### config.mk
export PLATFORM = sky130hd
export DESIGN_NAME = fma_operand_dispatch
export DESIGN_NICKNAME = d
export VERILOG_FILES = /design/src/rtl/fma_operand_dispatch.sv
export SDC_FILE = /design/constraint.sdc
export NUM_CORES = 1
export LEC_CHECK = 0
export CELL_PAD_IN_SITES_DETAIL_PLACEMENT = 0
export CELL_PAD_IN_SITES_GLOBAL_PLACEMENT = 1
export CORE_ASPECT_RATIO = 1.75
export CORE_MARGIN = 4
export CORE_UTILIZATION = 43
export CTS_CLUSTER_SIZE = 8
export DETAILED_ROUTE_END_ITERATION = 12
export PLACE_DENSITY = 0.83
export SLEW_MARGIN = 20
export SYNTH_ARGS = -nofsm -noshare
export SYNTH_HDL_FRONTEND = slang
export SYNTH_SLANG_ARGS = --single-unit
### constraint.sdc
create_clock -name clk -period 2.4 [get_ports clk]
set_input_delay 0.48 -clock clk [delete_from_list [all_inputs] [get_ports clk]]
set_output_delay 0.48 -clock clk [all_outputs]
set_load 0.05 [all_outputs]
### src/rtl/fma_operand_dispatch.sv
// fma_operand_dispatch: operand-pair FIFO and issue controller for the
// single-precision FMA. Pairs arrive over valid/ready, are queued in a
// DEPTH-entry FIFO, and are presented one at a time on the tied request lines.
// A watchdog parks the controller in ERROR if the FMA never takes a request.
//
// Optional build macro: FMA_DISPATCH_ZERO_FILTER_EN -- when defined, pairs with
// a +/-0 operand complete the handshake but are discarded (zero_drop_out pulses).
module fma_operand_dispatch #(
  parameter int unsigned DEPTH    = 4,
  parameter int unsigned HOLD_CYC = 2,
  parameter int unsigned TIMEOUT  = 20
) (
  input  logic                     clk,
  input  logic                     rst,
  input  logic                     op_valid_in,
  input  logic [31:0]              op_a_in,
  input  logic [31:0]              op_b_in,
  output logic                     op_ready_out,
  output logic [31:0]              float_0_out,
  output logic [31:0]              float_1_out,
  output logic                     float_0_req_out,
  output logic                     float_1_req_out,
  input  logic                     fma_busy_in,
  output logic [$clog2(DEPTH):0]   count_out,
  output logic                     zero_drop_out,
  output logic                     timeout_out
);

  localparam int unsigned AW = $clog2(DEPTH);
  localparam int unsigned CW = AW + 1;
  localparam int unsigned HW = $clog2(HOLD_CYC + 1);
  localparam int unsigned TW = $clog2(TIMEOUT + 1);

  typedef enum logic [1:0] {
    S_IDLE  = 2'd0,
    S_ISSUE = 2'd1,
    S_EXEC  = 2'd2,
    S_ERROR = 2'd3
  } state_e;

  state_e          state_q, state_d;
  logic [AW-1:0]   wr_ptr_q, rd_ptr_q;
  logic [CW-1:0]   count_q, count_d;
  logic [HW-1:0]   hold_q, hold_d;
  logic [TW-1:0]   timer_q, timer_d;
  logic [31:0]     float_0_q, float_1_q;
  logic [63:0]     mem_q [DEPTH];

  logic push;
  logic store;
  logic pop;

  // Ready comes from the registered count only, so a full FIFO never accepts
  // a push even when a pop happens in the same cycle.
  assign op_ready_out = (count_q != CW'(DEPTH));
  assign push         = op_valid_in & op_ready_out;

`ifdef FMA_DISPATCH_ZERO_FILTER_EN
  logic is_zero_pair;
  logic zero_drop_q;

  // A pair with either operand equal to +/-0 is accepted but not stored.
  assign is_zero_pair  = (op_a_in[30:0] == 31'd0) || (op_b_in[30:0] == 31'd0);
  assign store         = push & ~is_zero_pair;
  assign zero_drop_out = zero_drop_q;

  // One-cycle pulse for every discarded pair.
  always_ff @(posedge clk) begin
    if (rst) zero_drop_q <= 1'b0;
    else     zero_drop_q <= push & is_zero_pair;
  end
`else
  assign store         = push;
  assign zero_drop_out = 1'b0;
`endif

  // Issue FSM next-state logic; pop is asserted when the head pair is loaded.
  always_comb begin
    // NOTE: every signal driven here gets a default first, so no path leaves a
    // value unassigned and no latch is inferred.
    state_d = state_q;
    hold_d  = hold_q;
    timer_d = timer_q;
    pop     = 1'b0;
    unique case (state_q)
      S_IDLE: begin
        if ((count_q != '0) && !fma_busy_in) begin
          pop     = 1'b1;
          hold_d  = '0;
          timer_d = '0;
          state_d = S_ISSUE;
        end
      end
      S_ISSUE: begin
        if (hold_q != HW'(HOLD_CYC)) hold_d = hold_q + HW'(1);
        if ((hold_q >= HW'(HOLD_CYC - 1)) && fma_busy_in) begin
          state_d = S_EXEC;
        end else if (timer_q == TW'(TIMEOUT - 1)) begin
          state_d = S_ERROR;
        end else begin
          timer_d = timer_q + TW'(1);
        end
      end
      S_EXEC: begin
        if (!fma_busy_in) state_d = S_IDLE;
      end
      S_ERROR: begin
        state_d = S_ERROR;
      end
      default: state_d = S_IDLE;
    endcase
  end

  // Occupancy: simultaneous store and pop leave the count unchanged.
  always_comb begin
    count_d = count_q + CW'(store) - CW'(pop);
  end

  // Control state, pointers, counters and operand output registers.
  always_ff @(posedge clk) begin
    // NOTE: sequential state uses non-blocking assignments so every register
    // samples the pre-edge values, independent of statement order.
    if (rst) begin
      state_q   <= S_IDLE;
      wr_ptr_q  <= '0;
      rd_ptr_q  <= '0;
      count_q   <= '0;
      hold_q    <= '0;
      timer_q   <= '0;
      float_0_q <= '0;
      float_1_q <= '0;
    end else begin
      state_q <= state_d;
      count_q <= count_d;
      hold_q  <= hold_d;
      timer_q <= timer_d;
      if (store) wr_ptr_q <= wr_ptr_q + AW'(1);
      if (pop) begin
        rd_ptr_q  <= rd_ptr_q + AW'(1);
        float_0_q <= mem_q[rd_ptr_q][63:32];
        float_1_q <= mem_q[rd_ptr_q][31:0];
      end
    end
  end

  // FIFO storage array.
  always_ff @(posedge clk) begin
    // NOTE: the storage array is deliberately not reset; the pointers and
    // count decide which entries are valid, so stale contents are never read.
    if (store) mem_q[wr_ptr_q] <= {op_a_in, op_b_in};
  end

  assign float_0_out     = float_0_q;
  assign float_1_out     = float_1_q;
  assign float_0_req_out = (state_q == S_ISSUE);
  assign float_1_req_out = (state_q == S_ISSUE);
  assign count_out       = count_q;
  assign timeout_out     = (state_q == S_ERROR);

endmodule

### Yosys cells after proc, flatten, opt, wreduce, memory -nomap -nowiden

Memories as Yosys holds them, arrays and structs flattened. A register that Yosys moved wholly into a read port is not among the register bits.
Cells that the tools add are included.

* register bits: 16
* RAM bits: 256
* input bits: 68
* output and inout port bits: 72
* logic and storage cells: 52
* memories kept: 1

* add/subtract/negate cells: 6
* order comparisons: 1
* eq/ne operators: 12
* mux-type cells: 16
* bitwise operators: 1
* reduce and logical (&&, ||, !) cells: 9

Memories
* mem_q: words 4, width 64, read ports 1, clocked after Yosys merged registers in 1, wr ports 1, line 47 `logic [63:0] mem_q [DEPTH];`

Operators with widths (number)
* 5-bit two-way mux: 3
* 2-bit two-way mux: 6
* 2-bit != test, second input constant: 5
* 5-bit case mux with 2 select lines: 1
* 2-bit case mux with 4 select lines: 1
* 2-bit by 1-bit adder with 2-bit output, second input constant: 3
* 3-bit AND reduction: 2
* 5-bit by 1-bit adder with 5-bit output, second input constant: 1
* 5-bit == test, second input constant: 1
* 2-bit == test, second input constant: 2
* 1-bit two-way mux: 4
* 2-bit case mux with 2 select lines: 1
* 4-bit AND reduction: 1
* 3-bit by 1-bit adder with 3-bit output: 1
* 3-bit by 1-bit != test with 1-bit output, second input constant: 1
* 3-bit != test, second input constant: 1
* 3-bit nonzero test: 1
* 3-bit by 1-bit subtractor with 3-bit output: 1
* 2-bit by 1-bit == test with 1-bit output, second input constant: 1
* 2-bit by 1-bit >= comparator with 1-bit output, second input constant: 1
* 1-bit logical AND: 2
* 2-bit logical NOT: 1
* 2-bit by 1-bit != test with 1-bit output, second input constant: 1
* 2-bit nonzero test: 1
* 2 further kinds: 2

### Longest topological paths before layout

* depth in word-level cells: 5
* depth in mapped cells: 10
* mapped depth without buffers: 9

### Least setup slack after synthesis

Ideal clock, no wire load.

* kind: flip-flop to flip-flop
* start point: register count_q[1] (netlist: count_out[1])
* end point: memory mem_q[0][0] (enable)
* setup time: 0.429 ns
* arrival time: 2.867 ns
* required time: 1.971 ns
* setup slack: -0.896 ns
* cell stages (with the launch flop): 3
* buffers on the path: 0
* period minus slack after synthesis: 3.296 ns
* cells stage by stage: dfxtp_1 or3b_1 and3_1

* longest elaborated chain between the ends: 4

RTL lines
* start, declared: line 43 `logic [CW-1:0] count_q, count_d;`
* start signal, assigned: line 134 `count_q <= count_d;`
* 3-bit != test: line 55 `assign op_ready_out = (count_q != CW'(DEPTH));`
* named net op_ready_out: line 18 `output logic op_ready_out,`
* 1-bit AND: line 56 `assign push = op_valid_in & op_ready_out;`
* 1-bit two-way mux: line 150 `if (store) mem_q[wr_ptr_q] <= {op_a_in, op_b_in};`
* 1-bit two-way mux (implied by the code): line 150
* end, declared: line 47

The timed path passes the listed nets, and every way through them passes these cells.

### Worst setup path after layout

* start point: register float_1_q[3] (netlist: float_1_out[3]) (read register of mem_q)
* end point: output port float_1_out[3]

RTL lines
* start, declared: line 46 `logic [31:0] float_0_q, float_1_q;`
* end, declared: line 20 `output logic [31:0] float_1_out,`

No word-level cell between the ends.

==> impl_metrics.ini <==
[outcome]
status = completed

[critical_path]
slowest_delay_ns = 0.84
crit_path_cell_trace = clkdlybuf4s50_1
crit_family = buffers and inverters
crit_path_end_kind = primary output
critPathKind = register to primary output
cp_max_fo = 2
r2r_cells = 8
critPathBufInv = 1
crit_cells = 1
slowest_stage = clkdlybuf4s50_1
required_ns = 1.92
worstPathArrival_ns = 1.76
startpoint_type = register

[floorplanning]
num_rows = 81
die_x_um = 135.8
core_um2 = 28070
initial_utilization_pct = 43.78
io_pins = 140
dieArea_um2 = 31460
die_height_um = 231.6

[logic_synthesis]
synth-edff-count = 256
synth_top_cell_by_area = edfxtp_1
ys_seq_area_share_pct = 75.59
synth_flop_cell = edfxtp_1
synthArstFlopShare_pct = 0
syn-num-nets = 795
yosys-top-cells-count = 256 x edfxtp_1, 135 x nand2_1, 80 x dfxtp_1
ys_top_cells_by_area = edfxtp_1 63%, dfxtp_1 13%, mux4_2 12%
netlist_area_um2 = 12290
synthDistinctLibCells = 36
ys_seq_elements = 336
synth.avg_cell_area_um2 = 17.14
synth_top_cell_area_share_pct = 62.55
yosysMostFrequentCell = edfxtp_1
ys_warn_count = 0
synthCells = 717

[placed_design]
detailed_place_hpwl_um = 15020
io_buffer_count = 138
gp_congestion = 0.7333

[clock_tree]
clock_latency_ns = 0.53
cts_tree = done
post_cts_buffers = 0
clock_path_buffers = 3
cts_root_buffer = clkbuf_16
clock_sinks = 336
cts.clk_slew.worst_paths_ns = 0.05
htreeDepth = 2
cts_buffers = 47

[sta]
worstMarginPinSlew_ns = 0.8838
period_minus_slack_ns = 2.240
relSlewSlack_pct = 41.08
setup_viol = 0
period_share_pct = 93.34
fin_hold_ws_ns = 0.4137
clock_skew_ns = 0.01270
hold_viol_final = 0
drv_slew = 0
fmax_mhz = 446.4
setup_tns_ns = 0
grt_setup_unrepaired = no

[detailed_routing]
drc = 0
totalWireLength_um = 25880
top_layer = met4
vias = 6622
wl_met1_um = 9942
dr.pass1.iters = 5
viasPerCell = 5.090
drt_first_iter_violations = 411
wl_met3_um = 1109
wire_per_inst_um = 19.90
route.met2.wl_um = 14260
antenna_left = 0

[grt]
grt_overflow_total = 0
grt_pass1_vias = 7066
antenna_found_initial = 0
grt_pass1_wl_um = 40120
grt_max_degree = 70
grtUsageTotal_pct = 16.80

[hold_path]
hold_path_depth = 2
hold_path.class = input pin to register

[finish]
syn2layout_area_growth_pct = 27.56
final_nets = 968
final_util_pct = 55.84
diodes = 0
drive_above_1_share_pct = 16.81

[power_and_ir_drop]
p_leak_nw = 5.099
max-vdd-ir-drop_mv = 0.6208
powerDensity_nw_per_um2 = 1149
p_total_mw = 18.02

[flow_run]
drv_cap = 0
[flip-flops by register name, indices dropped and copies added (netlist names)]
name,flops
timer_q,5
count_out,3
float_0_out,32
float_1_out,32
state_q,2
wr_ptr_q,2
mem_q,256
hold_q,2
rd_ptr_q,2
[cell families (layout without fill, tap and decap cells)]
logic type,after synthesis,after routing,synth area share (%)
AND/OR/NAND/NOR,175,175,6.170
buffers and inverters,49,260,1.863
multiplexers,64,64,11.73
AO/OA/AOI/OAI,77,77,3.187
adder cells (fa/ha/maj),10,10,1.079
flip-flops,336,336,75.59
other,1,1,0.03051
XOR/XNOR,5,5,0.3563
[path summary, 6_finish.rpt]
kind | from | slack, ns | end
worst max-delay path | float_1_out[3]$_SDFFE_PP0P_ | 0.16 | float_1_out[3]
worst min-delay path | rst | 0.41 | float_1_out[9]$_SDFFE_PP0P_
worst max register to register | count_out[2]$_SDFF_PP0_ | 0.24 | count_out[1]$_SDFF_PP0_
worst min register to register | float_1_out[19]$_SDFFE_PP0P_ | 0.45 | float_1_out[19]$_SDFFE_PP0P_
[where the power goes]
part           switching (mW)  leakage (nW)  internal (mW)
Combinational            2.67          1.45           1.82
Sequential              0.385          3.00           7.09
Clock                    2.27         0.649           3.79
Total                    5.32          5.10           12.7
[layout make-up]
class                      instances  area [um2]
tap                              373       466.7
sequential                       336        9300
inverter                          10       37.54
timing repair buffer             163        1704
multi-input combinational        332        2799
fill                            2212       12400
clock buffer                      87        1369
[metrics by stage]
stage | cells | setup WS (ns) | instance area (um2)
CTS | 1301 | -0.0008367 | 15690
finish | 1301 | 0.1598 | 15680
global route | 1301 | 0.09745 | 15680
detailed placement | 1214 | 0.03359 | 14320
floorplan | 717 | 0.02771 | 12300
global placement | 1214 | 0.03328 | 14320
[layer usage]
metal	up-vias	global-route usage, %
met5	-	0
met4	0	5.612
met2	142	30.64
met1	3359	19.90
li1	3078	-
met3	43	2.932
[cells in the final DEF (no fill, tap or decap), drive strengths merged, types with 2 or more instances in the layout]
master / count
a21oi: 71
and2: 2
a31oi: 3
mux4: 64
clkdlybuf4s50: 133
edfxtp: 256
or4: 2
or3: 3
ha: 9
nand3: 11
buf: 26
inv: 10
dlygate4sd2: 2
nor2b: 2
o21ai: 2
nand2b: 2
nor2: 6
and3: 4
clkbuf: 89
nand2: 136
dfxtp: 80
xnor2: 4
[timing repair]
item	in CTS	in global routing
resized for setup	5	3
pin swaps	0	0
setup endpoints to repair	4	2
hold buffers	0	0
Power figures use the tool's default switching activity.
